==> src/rtl/instr_fetch.sv <==
// Multicycle MIPS fetch stage: reads one instruction word into IR on request and decodes its fields.
// Optional memory timeout via `FETCH_TIMEOUT_EN` (default build: REQ waits indefinitely for mem_ack).
module instr_fetch #(
    parameter int TIMEOUT = 16
) (
    input  logic        clk,
    input  logic        Reset,
    input  logic        fetch_req,
    input  logic [31:0] PC,
    input  logic        instr_ready,
    output logic        mem_rd,
    output logic [31:0] mem_addr,
    input  logic        mem_ack,
    input  logic [31:0] mem_rdata,
    output logic        instr_valid,
    output logic        busy,
    output logic [5:0]  OP,
    output logic [4:0]  rs,
    output logic [4:0]  rt,
    output logic [4:0]  rd,
    output logic [4:0]  shamt,
    output logic [5:0]  Funct,
    output logic [15:0] imm16,
    output logic [25:0] jaddr,
    output logic        misaligned,
    output logic        timeout_fault
);

    typedef enum logic [1:0] {IDLE, REQ, HOLD, FAULT} state_t;

    state_t      state;
    logic [31:0] ir;
    logic [31:0] addr;
    logic        accept;

    // A new request is taken from IDLE, or from HOLD when the held word is consumed in the same cycle.
    assign accept = fetch_req && ((state == IDLE) || ((state == HOLD) && instr_ready));

`ifdef FETCH_TIMEOUT_EN
    localparam logic [7:0] LIMIT = 8'(TIMEOUT - 1);

    logic [7:0] wait_cnt;
    logic       timeout_q;

    always_ff @(posedge clk or posedge Reset) begin
        if (Reset) begin
            state      <= IDLE;
            ir         <= '0;
            addr       <= '0;
            misaligned <= 1'b0;
            timeout_q  <= 1'b0;
            wait_cnt   <= '0;
        end else if (accept) begin
            addr     <= PC;
            wait_cnt <= '0;
            if (PC[1:0] != 2'b00) begin
                misaligned <= 1'b1;
                state      <= FAULT;
            end else begin
                state <= REQ;
            end
        end else begin
            case (state)
                REQ: begin
                    // An ack on the limit cycle still wins over the timeout.
                    if (mem_ack) begin
                        ir    <= mem_rdata;
                        state <= HOLD;
                    end else if (wait_cnt == LIMIT) begin
                        timeout_q <= 1'b1;
                        state     <= FAULT;
                    end else begin
                        wait_cnt <= wait_cnt + 8'd1;
                    end
                end
                HOLD: if (instr_ready) state <= IDLE;
                FAULT: begin
                    if (instr_ready) begin
                        misaligned <= 1'b0;
                        timeout_q  <= 1'b0;
                        state      <= IDLE;
                    end
                end
                default: ;
            endcase
        end
    end

    assign timeout_fault = timeout_q;
`else
    always_ff @(posedge clk or posedge Reset) begin
        if (Reset) begin
            state      <= IDLE;
            ir         <= '0;
            addr       <= '0;
            misaligned <= 1'b0;
        end else if (accept) begin
            addr <= PC;
            if (PC[1:0] != 2'b00) begin
                misaligned <= 1'b1;
                state      <= FAULT;
            end else begin
                state <= REQ;
            end
        end else begin
            case (state)
                REQ: begin
                    if (mem_ack) begin
                        ir    <= mem_rdata;
                        state <= HOLD;
                    end
                end
                HOLD: if (instr_ready) state <= IDLE;
                FAULT: begin
                    if (instr_ready) begin
                        misaligned <= 1'b0;
                        state      <= IDLE;
                    end
                end
                default: ;
            endcase
        end
    end

    assign timeout_fault = 1'b0;
`endif

    assign mem_rd      = (state == REQ);
    assign mem_addr    = addr;
    assign instr_valid = (state == HOLD);
    assign busy        = (state != IDLE);

    assign OP    = ir[31:26];
    assign rs    = ir[25:21];
    assign rt    = ir[20:16];
    assign rd    = ir[15:11];
    assign shamt = ir[10:6];
    assign Funct = ir[5:0];
    assign imm16 = ir[15:0];
    assign jaddr = ir[25:0];

endmodule
==> config.mk <==
export PLATFORM = sky130hd
export DESIGN_NAME = instr_fetch
export DESIGN_NICKNAME = d
export VERILOG_FILES = /design/src/rtl/instr_fetch.sv
export SDC_FILE = /design/constraint.sdc
export NUM_CORES = 1
export LEC_CHECK = 0
export ABC_AREA = 1
export BUFFER_PORTS_ARGS = -buffer_cell sky130_fd_sc_hd__buf_2
export CAP_MARGIN = 20
export CELL_PAD_IN_SITES_DETAIL_PLACEMENT = 0
export CELL_PAD_IN_SITES_GLOBAL_PLACEMENT = 1
export CORE_ASPECT_RATIO = 1.75
export CORE_MARGIN = 2
export CORE_UTILIZATION = 28
export CTS_BUF_LIST = sky130_fd_sc_hd__clkbuf_8
export DETAILED_ROUTE_END_ITERATION = 10
export PLACE_DENSITY = 0.9
export SLEW_MARGIN = 5
export SYNTH_ARGS = -nofsm -noshare
export SYNTH_HDL_FRONTEND = slang
export SYNTH_SLANG_ARGS = --single-unit
export TNS_END_PERCENT = 30
==> constraint.sdc <==
create_clock -name clk -period 1.91 [get_ports clk]
set_input_delay 0.0955 -clock clk [delete_from_list [all_inputs] [get_ports clk]]
set_output_delay 0.0955 -clock clk [all_outputs]
set_load 0.01 [all_outputs]
==> flow_summary.ini <==
[timing]
hold-worst-slack_ns = 0.0280
worst_clock_skew_ns = 0.00537
final-max-slew-violation-count = 0
final_min_period_over_clock_period_pct = 75.5
unrepaired_setup_endpoints_after_global_routing = false
fmax_mhz = 694
setup_total_negative_slack_ns = 0
report.final.hold_viol_count = 0
finalCriticalPeriod_ns = 1.44
setup_viol = 0
final.setup.worst_slack_ns = 0.468

[power]
pwr_cell_area_nw_per_um2 = 1530
power.leakage_nw = 2.63
ir_worst_vdd_v = 0.000631

[global_routing]
grt_usage_pct = 14.4
gr-total-overflow = 0
wire_length_of_the_first_global_routing_pass_um = 12800
vias_in_the_first_global_route = 2772
grt_antenna_before_repair = 1
grt_max_degree = 68

[clock_tree]
clock_tree_from_tritoncts = yes
cts.sink_count = 67
ctsLongestPathBuffers = 2
postCtsResizedCells = 0
cts_root_buf = sky130_fd_sc_hd__clkbuf_8
cts_made_buffers = 9
h-tree-depth = 3
clk_pin_slew_worst_paths_ns = 0.07
clk-insertion-delay-late_ns = 0.33

[floorplan]
core_area_um2 = 10600
fp.dieW_um = 82.2
die_area_um2 = 11600
floorplan.rows = 50
initial_utilization_pct = 28.3
fp.dieH_um = 141
io_pins = 180

[routing]
routed-via-count = 2913
ant_nets = 0
detail_route.vias_per_cell = 4.29
drc_errors = 0
routed_wirelength_um = 8350
initial_drc_count = 107
wl_per_cell_um = 12.3
drtPass1Iterations = 4

[yosys]
yosysTopAreaCell = sky130_fd_sc_hd__dfrtp_1
synth_sequential_area_ratio_pct = 56.0
synth.top_cell.area_share_pct = 56.0
synth.avg_cell_area_um2 = 8.68
largest_cells_by_area_after_synthesis = sky130_fd_sc_hd__dfrtp_1 56%, sky130_fd_sc_hd__nand2_1 21%, sky130_fd_sc_hd__buf_4 12%
syn-num-nets = 414
synth_cells = 345
synth_area_um2 = 2990
yosysWarningCount = 0
distinct_cells_synth = 16
synth-seq-cells = 67

[worst_setup_path]
cp_cell_sequence = nand2_2 > nand2_4 > buf_4 > nand3_1 > nand2_1 > nand2_1
timing.critical_path.from_type = flip-flop
timing.critical_path.required_ns = 2.13
crit_type = reg2reg
cp_max_fo = 36
endpoint_kind = flip-flop
worst_path_largest_cell_delay_ns = 0.47
cp_slowest_cell = sky130_fd_sc_hd__dfrtp_1
cp_common_cell = sky130_fd_sc_hd__nand2_1
worst_ep_arrival_time_ns = 1.67

[finish]
final_cell_mix = 178 x sky130_fd_sc_hd__buf_2, 166 x sky130_fd_sc_hd__nand2_1, 67 x sky130_fd_sc_hd__dfrtp_1
final_net_count = 611
syn_to_final_growth_pct = 51.6
post_route_cells_drive_above_1_share_pct = 37.8
fill_cells = 1013
mostFrequentLayoutCell = sky130_fd_sc_hd__buf_2

[run_status]
outcome = completed

[placed_design]
buffer_ports.inserted = 178
dp_slack_ns = 0.456
dpl.hpwl_um = 5490
place.gp.congestion = 0.748

[flow_run]
max_cap_violations = 0

[worst_hold_path]
hold_class = in2reg
==> path summary, 6_finish.rpt <==
path                       cells past startpoint                 start  slack, ns                       end
min reg2reg                                    2    ir[29]$_DFFE_PP0P_       0.47        ir[29]$_DFFE_PP0P_
min                                            3         mem_rdata[28]       0.03        ir[28]$_DFFE_PP0P_
max in group asynchronous                      4                 Reset       1.21  mem_addr[31]$_DFFE_PP0P_
min in group asynchronous                      4                 Reset       0.38   mem_addr[4]$_DFFE_PP0P_
max reg2reg                                    6  state[1]$_DFFE_PP0P_       0.47      state[1]$_DFFE_PP0P_
max                                            6  state[1]$_DFFE_PP0P_       0.47      state[1]$_DFFE_PP0P_
==> worst max-delay path, delay by kind of cell (launching register included) <==
family / cells / cell delay [ns]
buffers and inverters: 1 / 0.34
and+or+nand+nor: 5 / 0.51
DFF: 1 / 0.47
==> per-layer routing <==
metal | GRT usage, % | up-vias | routed length (µm)
met5 | 0 | - | 0
met4 | 5.61 | 0 | 166
met3 | 4.29 | 13 | 547
met2 | 25.9 | 121 | 4510
met1 | 15.4 | 1369 | 3120
li1 | - | 1410 | -
==> cell families (layout without fill, tap and decap cells) <==
group / Yosys count / count (layout) / synth area share (%)
compound gates: 4 / 4 / 0.669
buf+inv: 67 / 269 / 15.2
simple gates: 206 / 206 / 28.0
flops: 67 / 67 / 56.0
other cells: 1 / 3 / 0.125
==> flip-flops by register name, summed over array words and instances, names as in the netlist <==
signal      flops
misaligned      1
state           2
ir             32
mem_addr       32
==> cell type report <==
| cell class | instances | area, µm² | area share, % |
|---|---|---|---|
| Inverter | 8 | 30.0 | 0.662 |
| Antenna cell | 2 | 5.00 | 0.110 |
| Multi-Input combinational cell | 211 | 862 | 19.0 |
| Timing Repair Buffer | 245 | 1560 | 34.4 |
| Sequential cell | 67 | 1680 | 36.9 |
| Tap cell | 130 | 163 | 3.58 |
| Clock buffer | 9 | 124 | 2.73 |
| Clock inverter | 7 | 116 | 2.56 |
==> through the flow <==
stage	std cells	total power, mW	util, %	instance area (µm²)
finish	679	6.94	42.9	4540
global route	677	7.56	42.9	4530
CTS	677	7.03	42.9	4530
detailed placement	599	5.47	34.7	3670
global placement	599	5.39	34.7	3670
floorplan	345	4.66	-	2990
==> cells in the mapped netlist (all sizes together) <==
cell type,n
nand2,169
dfrtp,67
buf,56
nand3,34
inv,8
o21ai,4
clkbuf,3
nor2,3
conb,1
==> report_power, final <==
group / leakage, nW / switching, mW / internal [mW]
clock: 0.119 / 0.549 / 0.865
sequential: 0.832 / 0.454 / 2.09
combinational: 1.68 / 1.76 / 1.23
total: 2.63 / 2.76 / 4.18
==> repair_timing <==
item	4_1_cts	5_1_grt
endpoints found under the hold margin	128	0
setup buffers	0	0
hold buffers	62	0
Power figures use the tool's default switching activity.
